### src/rtl/fir_sample_fifo.sv
// Output FIFO for a pipelined FIR filter: delays the input strobe by LATENCY cycles to write aligned samples.
// Optional macro FIR_SAMPLE_FIFO_OVF_CNT_EN adds a saturating 16-bit dropped-sample counter (o_ovf_cnt).
module fir_sample_fifo #(
    parameter int WW_DATA = 8,
    parameter int DEPTH   = 16,
    parameter int LATENCY = 4
) (
    input  logic                      clk,
    input  logic                      i_srst,
    input  logic                      i_en,
    input  logic signed [WW_DATA-1:0] i_data,
    input  logic                      i_ready,
    input  logic                      i_clr_ovf,
    output logic signed [WW_DATA-1:0] o_data,
    output logic                      o_valid,
    output logic [$clog2(DEPTH):0]    o_count,
    output logic                      o_full,
    output logic                      o_empty,
    output logic                      o_overflow
`ifdef FIR_SAMPLE_FIFO_OVF_CNT_EN
    ,
    output logic [15:0]               o_ovf_cnt
`endif
);

    localparam int AW = $clog2(DEPTH);
    localparam int CW = AW + 1;

    logic [LATENCY-1:0]        en_dly;
    logic [WW_DATA-1:0]        mem [DEPTH];
    logic [AW-1:0]             wr_ptr;
    logic [AW-1:0]             rd_ptr;
    logic [CW-1:0]             count;
    logic                      ovf;
    logic                      wr;
    logic                      pop;
    logic                      do_wr;
    logic                      drop;

    // Handshake: o_valid/i_ready transfer the head sample on any edge where both are high;
    // o_valid never depends on i_ready, and o_data holds until that transfer happens.
    assign wr    = en_dly[LATENCY-1];
    assign pop   = o_valid && i_ready;
    // A pop on the same edge frees the slot the write needs, so a full FIFO still accepts.
    assign do_wr = wr && (!o_full || pop);
    assign drop  = wr && o_full && !pop;

    assign o_full     = (count == CW'(DEPTH));
    assign o_empty    = (count == '0);
    assign o_valid    = !o_empty;
    assign o_count    = count;
    assign o_data     = mem[rd_ptr];
    assign o_overflow = ovf;

    always_ff @(posedge clk or posedge i_srst) begin
        if (i_srst) begin
            en_dly <= '0;
        end else begin
            en_dly <= (en_dly << 1) | LATENCY'(i_en);
        end
    end

    // Sample storage carries no reset; its contents are meaningless while empty.
    always_ff @(posedge clk) begin
        if (do_wr) begin
            mem[wr_ptr] <= i_data;
        end
    end

    always_ff @(posedge clk or posedge i_srst) begin
        if (i_srst) begin
            wr_ptr <= '0;
            rd_ptr <= '0;
            count  <= '0;
        end else begin
            if (do_wr) begin
                wr_ptr <= wr_ptr + AW'(1);
            end
            if (pop) begin
                rd_ptr <= rd_ptr + AW'(1);
            end
            case ({do_wr, pop})
                2'b10:   count <= count + CW'(1);
                2'b01:   count <= count - CW'(1);
                default: count <= count;
            endcase
        end
    end

    always_ff @(posedge clk or posedge i_srst) begin
        if (i_srst) begin
            ovf <= 1'b0;
        end else if (drop) begin
            ovf <= 1'b1;
        end else if (i_clr_ovf) begin
            ovf <= 1'b0;
        end
    end

`ifdef FIR_SAMPLE_FIFO_OVF_CNT_EN
    logic [15:0] ovf_cnt;

    assign o_ovf_cnt = ovf_cnt;

    always_ff @(posedge clk or posedge i_srst) begin
        if (i_srst) begin
            ovf_cnt <= '0;
        end else if (drop) begin
            if (i_clr_ovf) begin
                ovf_cnt <= 16'd1;
            end else if (ovf_cnt != 16'hFFFF) begin
                ovf_cnt <= ovf_cnt + 16'd1;
            end
        end else if (i_clr_ovf) begin
            ovf_cnt <= '0;
        end
    end
`endif

endmodule

### config.mk
export PLATFORM = sky130hd
export DESIGN_NAME = fir_sample_fifo
export DESIGN_NICKNAME = d
export VERILOG_FILES = /design/src/rtl/fir_sample_fifo.sv
export SDC_FILE = /design/constraint.sdc
export NUM_CORES = 1
export LEC_CHECK = 0
export CELL_PAD_IN_SITES_DETAIL_PLACEMENT = 2
export CELL_PAD_IN_SITES_GLOBAL_PLACEMENT = 2
export CORE_MARGIN = 2
export CORE_UTILIZATION = 49
export CTS_CLUSTER_SIZE = 12
export DETAILED_ROUTE_END_ITERATION = 8
export GPL_ROUTABILITY_DRIVEN = 0
export HOLD_SLACK_MARGIN = 0.06
export PLACE_DENSITY = 0.93
export SLEW_MARGIN = 20
export SYNTH_ARGS = -nofsm -noshare
export SYNTH_HDL_FRONTEND = slang
export SYNTH_SLANG_ARGS = --single-unit
### constraint.sdc
create_clock -name clk -period 4.8 [get_ports clk]
set_clock_uncertainty 0.1 [all_clocks]
set_input_delay 1.44 -clock clk [delete_from_list [all_inputs] [get_ports clk]]
set_output_delay 1.44 -clock clk [all_outputs]
set_load 0.05 [all_outputs]
==> results of run 1 <==
## stage by stage
step	utilization	instance area, um2	cells
5_1_grt	0.587	7020	519
4_1_cts	0.587	7020	519
3_3_place_gp	0.540	6460	487
3_5_place_dp	0.540	6460	487
2_1_floorplan	-	5990	319
6_report	0.587	7020	519
## routing by layer
layer	GRT usage	wire, um	vias up
met5	0	0	-
met4	0.114	532	0
met3	0.0535	811	34
met2	0.500	9070	120
met1	0.340	6510	1712
li1	-	-	1365
## layout by cell type, fill, tap and decap left out, types with 2 or more instances in the layout
master and count:
xnor2_1 8, a21oi_1 4, nor2_1 7, clkdlybuf4s50_1 29, bufinv_16 2, ha_1 8
mux4_2 32, o21ai_0 2, and3_1 10, clkinv_2 5, inv_6 2, nand3_1 4
edfxtp_1 128, nor3b_1 2, o22ai_1 2, inv_1 10, a22oi_1 16, buf_4 6
clkbuf_16 17, nand2b_1 2, nor2b_1 5, dfrtp_1 16, clkinv_1 2, a32o_1 2
and2_1 6, nand2_1 12, o211ai_1 2, dfrtp_2 2
## power by group through the flow
stage | Clock (mW) | Combinational [mW] | Sequential, mW
after floorplan | 0 | 1.14 | 1.72
after global placement | 0 | 1.57 | 1.77
after detailed placement | 0 | 1.66 | 1.80
after CTS | 1.31 | 1.71 | 1.78
after global routing | 1.35 | 1.79 | 1.81
final | 1.29 | 1.69 | 1.78
## flip-flops by register name, indices dropped and copies added (netlist names)
| signal | flops |
|---|---|
| mem | 128 |
| wr_ptr | 4 |
| rd_ptr | 4 |
| o_overflow | 1 |
| o_count | 5 |
| en_dly | 4 |
## path summary, 6_finish.rpt
kind | startpoint | end | slack [ns] | cells past startpoint
worst min-delay path | en_dly[2]$_DFF_PP0_ | en_dly[3]$_DFF_PP0_ | 0.25 | 0
worst max register to register | o_count[1]$_DFFE_PP0P_ | o_count[4]$_DFFE_PP0P_ | 2.00 | 8
max in group asynchronous | i_srst | rd_ptr[0]$_DFFE_PP0N_ | 2.70 | 2
worst max-delay path | rd_ptr[1]$_DFFE_PP0N_ | o_data[3] | 0.32 | 4
worst min register to register | en_dly[2]$_DFF_PP0_ | en_dly[3]$_DFF_PP0_ | 0.25 | 0
min in group asynchronous | i_srst | en_dly[1]$_DFF_PP0_ | 1.36 | 2
## final cells by class
| type | count | area [um2] |
|---|---|---|
| fill | 972 | 4940 |
| sequential | 146 | 4300 |
| multi-input combinational | 147 | 1580 |
| clock buffer | 18 | 429 |
| timing repair buffer | 36 | 355 |
| tap | 147 | 184 |
| clock inverter | 14 | 138 |
| inverter | 11 | 41.3 |
## critical path: stages, from the launching register on
cell	delay [ns]
dfrtp_2	0.95
mux4_2	0.42
a22oi_1	0.32
nand2_1	0.10
clkdlybuf4s50_1	0.71
## kinds of logic after synthesis
group | Yosys count
DFF | 146
AOI/OAI and AO/OA | 40
adders and majority gates | 9
xor gates and xnor gates | 9
buffers and inverters | 26
muxes | 34
and+or+nand+nor | 55
==> run_results.csv, run 1 <==
group,metric,value,unit
worst_setup_path,crit_type,"flip-flop to output port",
synthesis,synth-seq-cells,146,
placement,hpwl,10400,um
power_and_ir_drop,pwr-share-clk,0.271,
floorplanning,initial_core_util,0.501,
route,vias,3231,
power_and_ir_drop,power_density,678,mW/mm2
timing,hold_viol,0,
synthesis,syn_nets,341,
clock_tree,cts_root_buf,"clkbuf_16",
synthesis,muxShareOfSynthArea,0.124,
synthesis,synth_xor_area_frac,0.0132,
clock_tree,numCtsBuffers,17,
floorplanning,die-area,0.0131,mm2
route,viasPerCell,6.23,
finish,diodes,0,
clock_tree,cts_resized,0,
grt,grt_antenna_before_repair,0,
synthesis,async_flop_share,0.123,
synthesis,synth_most_common_cell,"edfxtp_1",
route,wl,16900,um
timing,whs,0.252,ns
route,drc_errors,0,
worst_setup_path,cp_max_fo,35,
synthesis,yosysSeqAreaShare,0.717,
power_and_ir_drop,p_leak,2.42,nW
finish,fin_nets,381,
grt,grt_max_degree,36,
route,ant_nets,0,
grt,grt_pass1_vias,3666,
synthesis,synth_area,0.00599,mm2
synthesis,synth_fa_ha_area_frac,0.0201,
synthesis,yosysTopAreaCellShare,0.642,
power_and_ir_drop,power.internal,3.00,mW
power_and_ir_drop,p_seq_frac,0.374,
worst_setup_path,cp-end-kind,"output port",
route,drtIter0Drc,263,
clock_tree,insertion_delay,0.43,ns
route,wl_per_cell,32.6,um
power_and_ir_drop,switchingPower,1.76,mW
timing,relSlewSlack,0.411,
clock_tree,cts_buffer_depth,2,
timing,timing.fmax,0.223,GHz
finish,drive_gt1_frac,0.215,
timing,setup_viol,0,
placement,io_buffers,29,
floorplanning,die_y,115,um
synthesis,synth_common_cells,"128 x edfxtp_1, 32 x mux4_2, 18 x dfrtp_1, 16 x a22oi_1, 12 x nand2_1",
timing,fin_crit,4.48,ns
floorplanning,core-area,0.0120,mm2
clock_tree,ctsHtreeMaxLevel,4,
worst_setup_path,cp-start-kind,"flip-flop",
timing,finalWorstSetupSlack,0.320,ns
synthesis,synthFlopType,"edfxtp_1",
power_and_ir_drop,ir_drop,0.000339,V
synthesis,synth_edf_count,128,
timing,period_share,0.933,
power_and_ir_drop,p_total,4.76,mW
route,dr.pass1.iters,5,
synthesis,synth_top_family_by_area,"multiplexers",
status,status,"complete, no violations",
floorplanning,rows,40,
worst_setup_path,arrival,2.94,ns
synthesis,synth_top_area_cell,"edfxtp_1",
clock_tree,cts_tree,"yes",
synthesis,syn_avg_cell_area,18.8,um2
clock_tree,cts.sink_count,146,
job,maxCapViolCount,0,
floorplanning,die_x,115,um
worst_setup_path,required,3.26,ns
timing,rsz0062_at_grt,"false",
grt,grt_first_pass_wirelength,25000,um
placement,detailedPlace.worstSlack,0.599,ns
synthesis,yosysUniqueCellTypes,49,
synthesis,synth-compound-area-share,0.0535,
clock_tree,clkTransAtPathRegs,0.06,ns
clock_tree,cts_hold_buf,0,
finish,area_delta_synth_final,17.3,%
grt,track_usage,0.282,
floorplanning,io_pins,30,
worst_hold_path,min_path_type,"flip-flop to flip-flop",
synthesis,syn_inst,319,
synthesis,synth_simple_gate_area_frac,0.0533,
timing,drv_slew,0,
power_and_ir_drop,combPwrFrac,0.354,
timing,worst_pin_slew,0.883,ns
synthesis,yosys_warnings,0,
power_and_ir_drop,switching_share,0.369,
synthesis,yosys-top-cells-area,"edfxtp_1 64%, mux4_2 12%, dfrtp_1 7.5%",
timing,tns,0,ns
grt,grt_remaining_overflow,0,
clock_tree,postCtsSetupRepairBufs,0,
Note: power is estimated with default switching activity, not from simulation.
==> run 2, diff against run 1 <==
--- a/config.mk
+++ b/config.mk
@@ -12,8 +12,9 @@
 export CTS_CLUSTER_SIZE = 12
 export DETAILED_ROUTE_END_ITERATION = 8
 export GPL_ROUTABILITY_DRIVEN = 0
-export HOLD_SLACK_MARGIN = 0.06
+export HOLD_SLACK_MARGIN = 0.03
 export PLACE_DENSITY = 0.93
+export SKIP_CTS_REPAIR_TIMING = 1
 export SLEW_MARGIN = 20
 export SYNTH_ARGS = -nofsm -noshare
 export SYNTH_HDL_FRONTEND = slang
==> results of run 2 <==
Final layout, timing and power as in run 1 (identical DEF).
==> run 3, diff against run 2 <==
--- a/config.mk
+++ b/config.mk
@@ -13,9 +13,10 @@
 export DETAILED_ROUTE_END_ITERATION = 8
 export GPL_ROUTABILITY_DRIVEN = 0
 export HOLD_SLACK_MARGIN = 0.03
-export PLACE_DENSITY = 0.93
+export PLACE_DENSITY_LB_ADDON = 0.1
 export SKIP_CTS_REPAIR_TIMING = 1
 export SLEW_MARGIN = 20
 export SYNTH_ARGS = -nofsm -noshare
 export SYNTH_HDL_FRONTEND = slang
 export SYNTH_SLANG_ARGS = --single-unit
+export TNS_END_PERCENT = 10
==> run 3 against run 2 <==
  * Via count down 1.2%
  * Register-to-register slack better by 0.11 ns
  * Die area unchanged
  * Largest cell class unchanged
  * Largest power group unchanged
  * Highest routed layer unchanged
==> run_results.csv, run 3 (synthesis results as in run 1) <==
group,metric,value,unit
power_and_ir_drop,power_density,679,mW/mm2
worst_setup_path,required,3.26,ns
placement,dp.cells,488,
worst_hold_path,hp-start,"en_dly[0]$_DFF_PP0_",
timing,relSlewSlack,0.404,
route,vias,3193,
placement,hpwl,9370,um
worst_hold_path,min_delay_path_depth,0,
grt,grt_max_degree,36,
grt,grt_pass1_vias,3565,
floorplanning,core-area,0.0120,mm2
route,ant_nets,0,
finish,area_delta_synth_final,17.7,%
clock_tree,ctsHtreeMaxLevel,4,
placement,io_buffers,29,
worst_setup_path,ff2ff_path_depth,8,
clock_tree,insertion_delay,0.42,ns
timing,drv_slew,0,
finish,fin_util,0.590,
floorplanning,die-area,0.0131,mm2
route,dr.pass1.iters,4,
route,viasPerCell,6.14,
worst_setup_path,r2r-start,"o_count[1]$_DFFE_PP0P_",
status,status,"complete, no violations",
finish,fin_cells,520,
worst_setup_path,crit_type,"flip-flop to output port",
grt,grt_first_pass_wirelength,23300,um
timing,timing.fmax,0.227,GHz
finish,fin_nets,382,
route,drtIter0Drc,272,
worst_hold_path,hold_end,"en_dly[1]$_DFF_PP0_",
finish,drive_gt1_frac,0.212,
grt,grt_antenna_before_repair,0,
clock_tree,clkTransAtPathRegs,0.06,ns
worst_setup_path,cp-start-kind,"flip-flop",
power_and_ir_drop,p_leak,2.43,nW
timing,rsz0062_at_grt,"false",
route,wl_per_cell,30.0,um
clock_tree,cts_root_buf,"clkbuf_16",
finish,regMostFlops,"mem",
clock_tree,cts_tree,"yes",
job,maxCapViolCount,0,
floorplanning,initial_core_util,0.501,
timing,fin_crit,4.41,ns
clock_tree,numCtsBuffers,17,
route,wl,15600,um
timing,setup_viol,0,
timing,hold_viol,0,
clock_tree,cts_buffer_depth,2,
finish,largest_reg_flops,128,
worst_hold_path,min_path_type,"flip-flop to flip-flop",
finish,final_common_cell,"edfxtp_1",
timing,tns,0,ns
worst_setup_path,r2r_setup_slack,2.11,ns
floorplanning,io_pins,30,
clock_tree,cts.sink_count,146,
worst_setup_path,worstReg2RegEnd,"o_count[4]$_DFFE_PP0P_",
finish,diodes,0,
worst_setup_path,cp-end-kind,"output port",
finish,layout_common_cells,"128 x edfxtp_1, 32 x mux4_2, 29 x clkdlybuf4s50_1",
worst_setup_path,arrival,2.87,ns
floorplanning,die_x,115,um
floorplanning,die_y,115,um
worst_setup_path,cp_max_fo,35,
grt,track_usage,0.260,
floorplanning,rows,40,
grt,grt_remaining_overflow,0,
timing,period_share,0.918,
timing,whs,0.262,ns
route,drc_errors,0,
power_and_ir_drop,ir_drop,0.000399,V
timing,worst_pin_slew,0.894,ns
[run 3: changes by cell type in the layout (fill, tap and decap cells not counted)]
cell,change
bufinv_16,+2
clkinvlp_4,+1
buf_12,-1
clkinv_1,+1
clkinv_2,-1
clkbuf_1,+1
buf_4,+2
inv_8,-1
clkinv_4,-1
inv_6,-2
[run 3: how the worst max path moves through the flow]
stage / startpoint / endpoint
2_1_floorplan: rd_ptr[0]$_DFFE_PP0N_ / o_data[3]
3_3_place_gp: rd_ptr[1]$_DFFE_PP0N_ / o_data[7]
3_5_place_dp: i_ready / mem[0][6]$_DFFE_PP_
4_1_cts: rd_ptr[1]$_DFFE_PP0N_ / o_data[5]
5_1_grt: rd_ptr[0]$_DFFE_PP0N_ / o_data[3]
6_report: rd_ptr[1]$_DFFE_PP0N_ / o_data[3]
[run 3: worst max-delay path: stages (launching register included)]
cell             delay, ns
dfrtp_2               0.95
mux4_2                0.43
a22oi_1               0.24
nand2_1               0.10
clkdlybuf4s50_1       0.71
[run 3: area by class of cell]
cell class / count / area, um2
Inverter: 11 / 41.3
Sequential cell: 146 / 4300
Clock buffer: 19 / 433
Timing Repair Buffer: 37 / 350
Tap cell: 147 / 184
Multi-Input combinational cell: 147 / 1580
Fill cell: 990 / 4910
Clock inverter: 13 / 166
[run 3: layer usage]
metal  vias up  global-route usage  wire, um
li1       1364                   -         -
met1      1724               0.340      6450
met2        90               0.445      8220
met3        15              0.0424       715
met4         0              0.0919       247
met5         -                   0         0
[run 3: stage by stage]
stage	power (mW)	setup WS (ns)	area, um2
after floorplan	2.86	1.42	5990
after global placement	3.34	0.824	6450
after detailed placement	3.42	0.659	6450
after CTS	4.83	0.325	7050
after global routing	4.98	0.234	7050
final	4.79	0.393	7050
[run 3: where the power goes]
part / switching (mW) / total [mW] / internal [mW]
Sequential: 0.205 / 1.76 / 1.55
Clock: 0.502 / 1.36 / 0.860
Combinational: 0.994 / 1.66 / 0.671
